`src/rtl/mov_up_seq.sv`:
```
// mov_up_seq: sequential "up" mover for the 2048 core, one column per cycle.
// Optional merge scoring is enabled by defining MOV_UP_SCORE_EN.
module mov_up_seq #(
    parameter int WIN_EXP = 11
) (
    input  logic                   clk,
    input  logic                   rst_n,
    input  logic                   start,
    input  logic [0:3][0:3][3:0]   grid_in,
    output logic                   busy,
    output logic                   done,
    output logic [0:3][0:3][3:0]   grid_out,
    output logic                   moved,
    output logic                   win,
    output logic [17:0]            score_add
);

    typedef enum logic [1:0] {
        S_IDLE,
        S_LOAD,
        S_COL,
        S_DONE
    } state_t;

    typedef logic [0:3][3:0] col_t;

    localparam logic [3:0] WIN_E = 4'(WIN_EXP);

    // exponent 15 never merges so the +1 cannot wrap
    function automatic logic can_merge(input logic [3:0] a, input logic [3:0] b);
        return (a != 4'd0) && (a == b) && (a != 4'hF);
    endfunction

    function automatic col_t compact(input col_t v);
        col_t       o;
        logic [1:0] k;
        o = '0;
        k = 2'd0;
        for (int i = 0; i < 4; i++) begin
            if (v[i] != 4'd0) begin
                o[k] = v[i];
                k    = k + 2'd1;
            end
        end
        return o;
    endfunction

    // input is already compacted, so the row 0..2 scan reduces to three cases
    function automatic col_t merge(input col_t v);
        col_t o;
        o = v;
        if (can_merge(o[0], o[1])) begin
            o[0] = o[0] + 4'd1;
            o[1] = 4'd0;
            if (can_merge(o[2], o[3])) begin
                o[2] = o[2] + 4'd1;
                o[3] = 4'd0;
            end
        end else if (can_merge(o[1], o[2])) begin
            o[1] = o[1] + 4'd1;
            o[2] = 4'd0;
        end else if (can_merge(o[2], o[3])) begin
            o[2] = o[2] + 4'd1;
            o[3] = 4'd0;
        end
        return o;
    endfunction

    state_t               state_q, state_d;
    logic [1:0]           c_q, c_d;
    logic [0:3][0:3][3:0] grid_q, grid_d;
    logic [0:3][0:3][3:0] grid_out_q, grid_out_d;
    logic                 moved_q, moved_d;
    logic                 win_q, win_d;
    logic                 busy_q, busy_d;
    logic                 done_q, done_d;

    col_t col_in;
    col_t col_cmp;
    col_t col_res;
    logic col_moved;
    logic col_win;

    // slide the current column: compact, merge, compact
    always_comb begin
        col_in    = grid_q[c_q];
        col_cmp   = compact(col_in);
        col_res   = compact(merge(col_cmp));
        col_moved = (col_res != col_in);
        col_win   = (col_res[0] >= WIN_E) || (col_res[1] >= WIN_E) ||
                    (col_res[2] >= WIN_E) || (col_res[3] >= WIN_E);
    end

    // next-state and datapath updates for the move sequencer
    always_comb begin
        state_d    = state_q;
        c_d        = c_q;
        grid_d     = grid_q;
        grid_out_d = grid_out_q;
        moved_d    = moved_q;
        win_d      = win_q;
        busy_d     = busy_q;
        done_d     = 1'b0;
        unique case (state_q)
            S_IDLE: begin
                if (done_q) begin
                    busy_d = 1'b0;
                end else if (start) begin
                    grid_d  = grid_in;
                    state_d = S_LOAD;
                end
            end
            S_LOAD: begin
                busy_d  = 1'b1;
                moved_d = 1'b0;
                win_d   = 1'b0;
                c_d     = 2'd0;
                state_d = S_COL;
            end
            S_COL: begin
                grid_out_d[c_q] = col_res;
                moved_d         = moved_q | col_moved;
                win_d           = win_q | col_win;
                c_d             = c_q + 2'd1;
                if (c_q == 2'd3) begin
                    state_d = S_DONE;
                end
            end
            S_DONE: begin
                done_d  = 1'b1;
                state_d = S_IDLE;
            end
            default: state_d = S_IDLE;
        endcase
    end

    // state and result registers
    always_ff @(posedge clk or negedge rst_n) begin
        if (!rst_n) begin
            state_q    <= S_IDLE;
            c_q        <= 2'd0;
            grid_q     <= '0;
            grid_out_q <= '0;
            moved_q    <= 1'b0;
            win_q      <= 1'b0;
            busy_q     <= 1'b0;
            done_q     <= 1'b0;
        end else begin
            state_q    <= state_d;
            c_q        <= c_d;
            grid_q     <= grid_d;
            grid_out_q <= grid_out_d;
            moved_q    <= moved_d;
            win_q      <= win_d;
            busy_q     <= busy_d;
            done_q     <= done_d;
        end
    end

    assign busy     = busy_q;
    assign done     = done_q;
    assign grid_out = grid_out_q;
    assign moved    = moved_q;
    assign win      = win_q;

`ifdef MOV_UP_SCORE_EN
    logic [17:0] score_q, score_d;
    logic [17:0] col_pts;

    function automatic logic [17:0] pts(input logic [3:0] e);
        return 18'd1 << (e + 4'd1);
    endfunction

    // points for the merges in the current column, same order as merge()
    always_comb begin
        col_pts = '0;
        if (can_merge(col_cmp[0], col_cmp[1])) begin
            col_pts = pts(col_cmp[0]);
            if (can_merge(col_cmp[2], col_cmp[3])) begin
                col_pts = col_pts + pts(col_cmp[2]);
            end
        end else if (can_merge(col_cmp[1], col_cmp[2])) begin
            col_pts = pts(col_cmp[1]);
        end else if (can_merge(col_cmp[2], col_cmp[3])) begin
            col_pts = pts(col_cmp[2]);
        end
    end

    // score accumulator: cleared in LOAD, summed per column
    always_comb begin
        score_d = score_q;
        if (state_q == S_LOAD) begin
            score_d = '0;
        end else if (state_q == S_COL) begin
            score_d = score_q + col_pts;
        end
    end

    // score register
    always_ff @(posedge clk or negedge rst_n) begin
        if (!rst_n) begin
            score_q <= '0;
        end else begin
            score_q <= score_d;
        end
    end

    assign score_add = score_q;
`else
    assign score_add = '0;
`endif

endmodule

```
`config.mk`:
```
export PLATFORM = sky130hd
export DESIGN_NAME = mov_up_seq
export DESIGN_NICKNAME = d
export VERILOG_FILES = /design/src/rtl/mov_up_seq.sv
export SDC_FILE = /design/constraint.sdc
export NUM_CORES = 1
export LEC_CHECK = 0
export ABC_AREA = 1
export CORE_AREA = 2 2 160 162
export CTS_CLUSTER_SIZE = 40
export DETAILED_ROUTE_END_ITERATION = 16
export DIE_AREA = 0 0 162 164
export GPL_TIMING_DRIVEN = 0
export SLEW_MARGIN = 20
export SYNTH_ARGS = -nofsm -noshare
export SYNTH_HDL_FRONTEND = slang
export SYNTH_SLANG_ARGS = --single-unit
```
`constraint.sdc`:
```
create_clock -name clk -period 11.2 [get_ports clk]
set_input_delay 2.24 -clock clk [delete_from_list [all_inputs] [get_ports clk]]
set_output_delay 2.24 -clock clk [all_outputs]
set_load 0.01 [all_outputs]
```
# --- After elaboration in Yosys (flattened, before gate mapping) ---
# Index checks and enable logic that the tools add are counted.
# W data, S select, Z words.
classes:
  n_addsub: 8
  order_cmp: 18
  n_eq_ne: 15
  n_mux: 54
  bitwise_logic: 10
  reduce_logical: 33
op_table:
  columns: ["cell", "n"]
  rows:
  - ["$mux W16", 9]
  - ["$bwmux W16", 6]
  - ["$bwmux W64", 1]
  - ["$demux W4 S2", 6]
  - ["$mux W4", 12]
  - ["$reduce_bool A4 Y1", 11]
  - ["$bmux W16 S2", 1]
  - ["$demux W16 S2", 1]
  - ["$ge A3 B3 Y1 const B", 7]
  - ["$lt A3 B1 Y1 const B", 7]
  - ["$not A2 Y3", 7]
  - ["$ge A4 B4 Y1 const B", 4]
  - ["$ne A16 B16 Y1", 1]
  - ["$mux W2", 7]
  - ["$logic_and A1 B1 Y1", 13]
  - ["$add A4 B1 Y4 const B", 3]
  - ["$eq A4 B4 Y1", 3]
  - ["$mux W12", 1]
  - ["$ne A4 B4 Y1 const B", 3]
  - ["$add A2 B1 Y2 const B", 5]
  - ["$mux W8", 1]
  - ["$ne A2 B2 Y1 const B", 4]
  - ["$pmux W2 S4", 1]
  - ["$eq A2 B2 Y1 const B", 3]
  - ["11 further kinds", 21]
totals:
  reg_bits: 136
  inputBits: 67
  output_inout_bits: 86
  elab_cells: 176

# --- Depth between registers and ports, before layout ---
# Gate-level depths: netlist of the first run.
logic_depth:
  ltp_word: 40
  ltp_mapped: 44
  depth_no_buf: 42

# --- Least setup slack after synthesis of the first run ---
# OpenSTA, ideal clock, no wires.
synth_timing:
  path_type: "flip-flop to flip-flop"
  from: "reg c_q[1]"
  to: "reg moved_q, in the netlist moved"
  setup_time_ns: 0.122
  arrival_time_ns: 4.675
  required_time_ns: 11.078
  slack_ns: 6.403
  path_stages_with_launch: 41
  path_buffers: 3
  synth_period_minus_slack_ns: 4.797
  cell_sequence: "dfrtp_1 -> buf_6 -> inv_4 -> buf_6 -> nand3_1 -> nand2_1 -> nand2_1 -> inv_1 -> nand2_4 -> ha_1 -> inv_1 -> nand2_4 -> a21oi_4 -> buf_6 -> nand3_2 -> nand2_2 -> inv_2 -> ha_1 -> [... 5 more ...] -> o21ai_0 -> nand3_1 -> nand4_1 -> ha_1 -> inv_1 -> o21ai_1 -> nand2_4 -> nand3_2 -> nand2_1 -> nand2_2 -> nand2_1 -> nand2_1 -> nor2_1 -> nand2_1 -> nor2_1 -> nand2_1 -> nand2_1 -> a21oi_1"
synth_between:
  elab_chain_cells: 37
  word_cells_on_any_way: 99
  classes_between: "add/sub: 7; order compare: 12; eq/ne: 7; mux: 42; bitwise: 8; reduce/logical: 23"
synth_lines:
  columns: ["item", "line", "text"]
  rows:
  - ["start: declaration", "70", "logic [1:0] c_q, c_d;"]
  - ["start signal: assignment", "141", "c_q <= 2'd0;"]
  - ["start signal: assignment", "150", "c_q <= c_d;"]
  - ["$not A2 Y3 (not written as such) *", "86", "col_in = grid_q[c_q];"]
  - ["$bmux W16 S2 *", "86", null]
  - ["$mux W16 (not written as such) * (2 in a row)", "86", null]
  - ["parallel branches: the longest is 30 deep, another holds $ge A3 B3 Y1", null, null]
  - ["$ne A16 B16 Y1 *", "89", "col_moved = (col_res != col_in);"]
  - ["$or A1 B1 Y1 *", "122", "moved_d = moved_q | col_moved;"]
  - ["$pmux W1 S2 *", "104", "unique case (state_q)"]
  - ["end signal: assignment", "153", "moved_q <= moved_d;"]
  - ["end: declaration", "73", "logic moved_q, moved_d;"]
# Every way passes the cells marked *. The select of a mux whose other input is x is not followed.
# A chain may end at the register's enable or synchronous reset.

# --- Final worst setup path of the first run ---
# Ends and elaborated chain as after synthesis.

==> results of run 1 <==
-- layer usage --
| layer | GRT usage [%] | up-vias |
|---|---|---|
| li1 | - | 3877 |
| met1 | 25.7 | 3692 |
| met2 | 31.7 | 227 |
| met3 | 2.98 | 34 |
| met4 | 5.47 | 0 |
| met5 | 0 | - |
-- layout make-up --
type	count	area, um^2	area share [%]
sequential	136	3400	30.8
multi-input combinational	837	4570	41.4
timing repair buffer	135	1370	12.4
tap	330	413	3.74
clock inverter	14	140	1.27
inverter	91	349	3.16
buffer	53	360	3.26
clock buffer	18	439	3.98
-- cell usage in the layout, fill, tap and decap left out, drive strengths merged, types with 2 or more instances in the layout --
| cell type | Yosys | routed |
|---|---|---|
| a21oi | 9 | 9 |
| dfrtp | 136 | 136 |
| clkbuf | 19 | 37 |
| nor3 | 2 | 2 |
| conb | 1 | 18 |
| mux2 | 68 | 68 |
| o21ai | 87 | 87 |
| nand3 | 102 | 102 |
| nand3b | 2 | 2 |
| clkdlybuf4s50 | 0 | 133 |
| nand4 | 24 | 24 |
| buf | 34 | 36 |
| inv | 91 | 97 |
| nand2 | 444 | 444 |
| clkinv | 0 | 3 |
| nor2 | 53 | 53 |
| clkinvlp | 0 | 4 |
| xor2 | 2 | 2 |
| ha | 18 | 18 |
-- tightest hold or removal path, cell delays in order, from the launching register on --
cell,delay (ns)
dfrtp_1,0.35
nand2_1,0.05
o21ai_0,0.06
-- per-stage QoR --
stage	hold WS (ns)	setup WS, ns	area, um^2
floorplan	0.479	6.40	8680
global placement	0.467	2.46	10400
detailed placement	0.473	5.32	10500
CTS	0.488	5.29	11000
global route	0.518	4.72	11000
finish	0.486	5.25	11000
-- registers in the layout (all words and copies together) (netlist names) --
signal / count
moved: 1
c_q: 2
grid_out: 64
win: 1
state_q: 2
done: 1
busy: 1
grid_q: 64
-- cells by family (layout without fill, tap and decap cells) --
| group | Yosys count | after routing |
|---|---|---|
| flops | 136 | 136 |
| buf+inv | 144 | 311 |
| fa+ha+maj | 18 | 18 |
| xor+xnor | 3 | 3 |
| simple gates | 628 | 628 |
| compound gates | 102 | 102 |
| other cells | 1 | 18 |
| mux | 68 | 68 |
-- cells in the mapped netlist (2+ instances only) --
cell type  count
nand3_4        2
nand3_2        7
a21oi_1        7
inv_1         80
o21ai_1        8
o21ai_0       78
nand4_4        2
nand2_4       16
dfrtp_1      136
inv_2          8
clkbuf_1      19
buf_2          3
nor2_1        40
nand2_1      395
buf_6          9
inv_4          3
nor3_1         2
ha_1          18
nand3b_1       2
nor2_8         2
mux2_2        68
buf_4         21
a21oi_4        2
nor2_4         3
nand4_1       22
nor2_2         8
nand2_2       33
nand3_1       93
xor2_1         2
-- worst min-delay path by stage --
stage / startpoint / endpoint / slack [ns] / cells past startpoint
floorplan: grid_q[12] / grid_q[12] / 0.48 / 1
global placement: grid_out[8] / grid_out[8] / 0.47 / 2
detailed placement: grid_out[9] / grid_out[9] / 0.47 / 2
CTS: grid_out[9] / grid_out[9] / 0.49 / 2
global route: grid_out[18] / grid_out[18] / 0.52 / 2
finish: grid_out[13] / grid_out[13] / 0.49 / 2
==> results.sh, run 1 <==
export IMPL_clock_skew_ns=0.0112
export IMPL_r2r_setup_slack_ns=5.25
export IMPL_wl_met2_um=11500
export IMPL_cp_depth=40
export IMPL_synth_enable_flop_cells=0
export IMPL_drt_total_wl_um=24900
export IMPL_finalCriticalPeriod_ns=5.95
export IMPL_ys_warn_count=0
export IMPL_post_drt_wl_per_cell_um=15.4
export IMPL_synth_compound_area_share_pct=6.48
export IMPL_required_ns=11.50
export IMPL_overflow=0
export IMPL_synth_top_area_share_pct=39.5
export IMPL_crit_start="c_q[1]"
export IMPL_synth_fa_ha_area_share_pct=2.61
export IMPL_rr_worst_depth=40
export IMPL_synth_cell_types=40
export IMPL_antenna_found_initial=0
export IMPL_clock_path_buffers=2
export IMPL_first_iter_violations=502
export IMPL_path_clk_slew_ns=0.07
export IMPL_yosys_area_share_simple_pct=33.9
export IMPL_maxSlewHeadroom_pct=54.3
export IMPL_postSynth_asyncResetShare_pct=100
export IMPL_critPathKind="reg2reg"
export IMPL_yosys_register_bits=136
export IMPL_ant_nets=0
export IMPL_cp_end_kind="flip-flop"
export IMPL_cts_resized=0
export IMPL_clkLatencyLatePin_ns=0.42
export IMPL_initial_core_util_pct=34.7
export IMPL_synth_xor_area_share_pct=0.305
export IMPL_critPathMaxStageDelay_ns=0.42
export IMPL_drv_cap=0
export IMPL_worst_pin_slew_ns=0.685
export IMPL_chipWidth_um=162
export IMPL_dieArea_mm2=0.0266
export IMPL_dr_pass1_iters=5
export IMPL_muxShareOfSynthArea_pct=8.89
export IMPL_cts_sinks=136
export IMPL_drc_errors=0
export IMPL_diodes=0
export IMPL_setup_tns_ns=0
export IMPL_critical_path_max_fanout=11
export IMPL_dp_cells=1582
export IMPL_rr_endpoint="moved"
export IMPL_final_max_slew_viol_count=0
export IMPL_rsz0062_at_grt="false"
export IMPL_synth_top_area_cell="dfrtp_1"
export IMPL_critPathSlowestCell="dfrtp_1"
export IMPL_vias=7830
export IMPL_gr_usage_all_layers_pct=19.0
export IMPL_ctsHoldBuffers=0
export IMPL_hold_class="reg2reg"
export IMPL_cts_htree_levels=4
export IMPL_num_io_pins=153
export IMPL_cts_tree="yes"
export IMPL_critical_path_n_buffers_inverters=7
export IMPL_synthTopCellsByArea="dfrtp_1 (39%), nand2_1 (17%), mux2_2 (8.9%)"
export IMPL_crit_top_cell="nand2_1"
export IMPL_synth_top_family_by_area="simple AND/OR/NAND/NOR gates"
export IMPL_worst_setup_path_start_kind="flip-flop"
export IMPL_wl_met1_um=11700
export IMPL_syn_to_final_growth_pct=28.2
export IMPL_setup_worst_path_end="moved"
export IMPL_fmax_mhz=168
export IMPL_syn_cell_area_mm2=0.00862
export IMPL_io_buffers=134
export IMPL_grt_start_max_net_pins=92
export IMPL_syn_inst=1100
export IMPL_ys_seq_area_share_pct=39.5
export IMPL_chipHeight_um=164
export IMPL_yosys_most_used_dff="dfrtp_1"
export IMPL_crit_family="simple AND/OR/NAND/NOR gates"
export IMPL_rr_startpoint="c_q[1]"
export IMPL_grt_pass1_vias=7578
export IMPL_gp_congestion=0.935
export IMPL_avgSynthCellArea_um2=7.83
export IMPL_fin_cells=1614
export IMPL_clock_tree_root_cell="clkbuf_16"
export IMPL_finalCritPeriodShare_pct=53.1
export IMPL_viasPerCell=4.85
export IMPL_numCtsBuffers=17
export IMPL_crit_arrival_ns=6.25
export IMPL_drive_gt1_share_pct=17.4
export IMPL_top_layer_used="met4"
export IMPL_grt_pass1_wl_um=39800
export IMPL_utilization_pct=44.5
export IMPL_final_hold_viol_count=0
export IMPL_fill_cells=2489
export IMPL_dp_hpwl_um=19600
export IMPL_wl_met3_um=1190
export IMPL_cts_setup_buffers=0
export IMPL_fp_coreArea_mm2=0.0248
export IMPL_status="finished, final reports clean"
export IMPL_rows=58
export IMPL_layout_nets=1356
export IMPL_final_setup_viol_count=0
Power of run 1 is left out: the tool's default activity adds up to more than one toggle a clock period on the data nets, which glitch-free logic cannot reach.
==> run 2: changes to the inputs <==
- clock period: 11.2 -> 5.8 ns (I/O delays scaled with it)
==> run 2 against run 1 <==
  * Sequential cell count did not move
  * Via count up 0.79%
  * Non-clock buffer count is 13 higher
  * Register-to-register slack got worse by 4.9 ns
  * Clock skew about the same
  * Count of clock-buffer cells in the layout stayed put
  * Utilization grew 0.89 points
  * Critical path depth increased by 2
  * Final cell count increased by 0.87%
  * Die area unchanged
  * Cell area up 2.0%
==> results.sh, run 2 (synthesized netlist as in run 1, its figures left out) <==
export IMPL_status="finished, final reports clean"
export IMPL_drc_errors=0
export IMPL_finalCritPeriodShare_pct=93.3
export IMPL_diodes=0
export IMPL_vias=7892
export IMPL_path_clk_slew_ns=0.07
export IMPL_initial_core_util_pct=34.7
export IMPL_critical_path_max_fanout=10
export IMPL_final_max_slew_viol_count=0
export IMPL_drive_gt1_share_pct=19.8
export IMPL_rows=58
export IMPL_gp_congestion=0.935
export IMPL_finalCriticalPeriod_ns=5.41
export IMPL_critPathMaxStageDelay_ns=0.41
export IMPL_ant_nets=0
export IMPL_maxSlewHeadroom_pct=53.6
export IMPL_ctsHoldBuffers=0
export IMPL_chipHeight_um=164
export IMPL_worst_setup_path_start_kind="flip-flop"
export IMPL_num_io_pins=153
export IMPL_required_ns=6.10
export IMPL_crit_arrival_ns=5.71
export IMPL_numCtsBuffers=17
export IMPL_clock_path_buffers=2
export IMPL_clock_tree_root_cell="clkbuf_16"
export IMPL_setup_tns_ns=0
export IMPL_dieArea_mm2=0.0266
export IMPL_cts_sinks=136
export IMPL_io_buffers=134
export IMPL_dr_pass1_iters=5
export IMPL_layout_commonest_cell="nand2_1"
export IMPL_grt_pass1_vias=7590
export IMPL_clkLatencyLatePin_ns=0.42
export IMPL_final_setup_viol_count=0
export IMPL_mostFrequentLayoutCells="nand2_1 (384), dfrtp_1 (136), clkdlybuf4s50_1 (133)"
export IMPL_critPathKind="reg2reg"
export IMPL_cp_end_kind="flip-flop"
export IMPL_gr_usage_all_layers_pct=19.0
export IMPL_post_drt_wl_per_cell_um=15.5
export IMPL_chipWidth_um=162
export IMPL_layout_nets=1370
export IMPL_fmax_mhz=185
export IMPL_grt_start_max_net_pins=92
export IMPL_grt_pass1_wl_um=39900
export IMPL_first_iter_violations=440
export IMPL_antenna_found_initial=0
export IMPL_dp_hpwl_um=19600
export IMPL_worst_pin_slew_ns=0.696
export IMPL_cts_htree_levels=4
export IMPL_cts_tree="yes"
export IMPL_viasPerCell=4.85
export IMPL_critPathSlowestCell="dfrtp_1"
export IMPL_hold_class="reg2reg"
export IMPL_syn_to_final_growth_pct=30.8
export IMPL_fp_coreArea_mm2=0.0248
export IMPL_overflow=0
export IMPL_crit_top_cell="nand2_1"
export IMPL_clock_skew_ns=0.0112
export IMPL_final_hold_viol_count=0
export IMPL_drt_total_wl_um=25200
export IMPL_drv_cap=0
run 2: what timing repair did:
item / CTS / global route
buffers inserted: 1 / 12
resized for setup: 2 / 32
gates cloned: 0 / 1
endpoints found under the setup margin: 1 / 16
pin swaps: 2 / 10
run 2: routing by layer:
layer	share of wire [%]	wire, um	track usage (%)	vias to the layer above
met3	4.8	1200	2.98	32
met1	47	11800	25.7	3715
li1	-	-	-	3919
met4	1.8	461	5.47	0
met5	0	0	0	-
met2	46	11700	31.8	226
run 2: worst max-delay path: cells and delay by family, from the launching register on:
family | cells | cell delay, ns
fa+ha+maj | 3 | 0.76
compound gates | 3 | 0.33
buf+inv | 9 | 1.00
flops | 1 | 0.41
simple gates | 27 | 2.79
run 2: metrics by stage:
stage          cells  hold slack, ns  utilization, %  setup WS, ns  cell area, um^2
6_report        1628           0.485            45.4         0.390            11300
5_1_grt         1628           0.518            45.4       -0.0112            11300
4_1_cts         1615           0.488            44.6        0.0590            11100
3_5_place_dp    1582           0.473            42.2       -0.0795            10500
3_3_place_gp    1581           0.467            42.0         -1.86            10400
2_1_floorplan   1117           0.479               -          1.00             8680
run 2: path summary, 6_finish.rpt:
check,slack [ns],start,cells after the start,to
setup / recovery,0.39,c_q[0],42,moved
hold / removal,0.48,grid_out[11],2,grid_out[11]
setup reg to reg,0.39,c_q[0],42,moved
hold reg to reg,0.48,grid_out[11],2,grid_out[11]
max in group asynchronous,4.40,rst_n,2,grid_out[60]
min in group asynchronous,0.62,rst_n,1,grid_q[16]
run 2: area by class of cell:
| class | instances | area, um^2 |
|---|---|---|
| inverters | 91 | 352 |
| well taps | 330 | 413 |
| clock buffers | 18 | 439 |
| flip-flops and latches | 136 | 3400 |
| multi-input cells | 838 | 4680 |
| plain buffers | 53 | 367 |
| repair buffers | 148 | 1470 |
| fillers | 2474 | 13600 |
| clock inverters | 14 | 140 |
Power of run 2 is left out for the same reason.
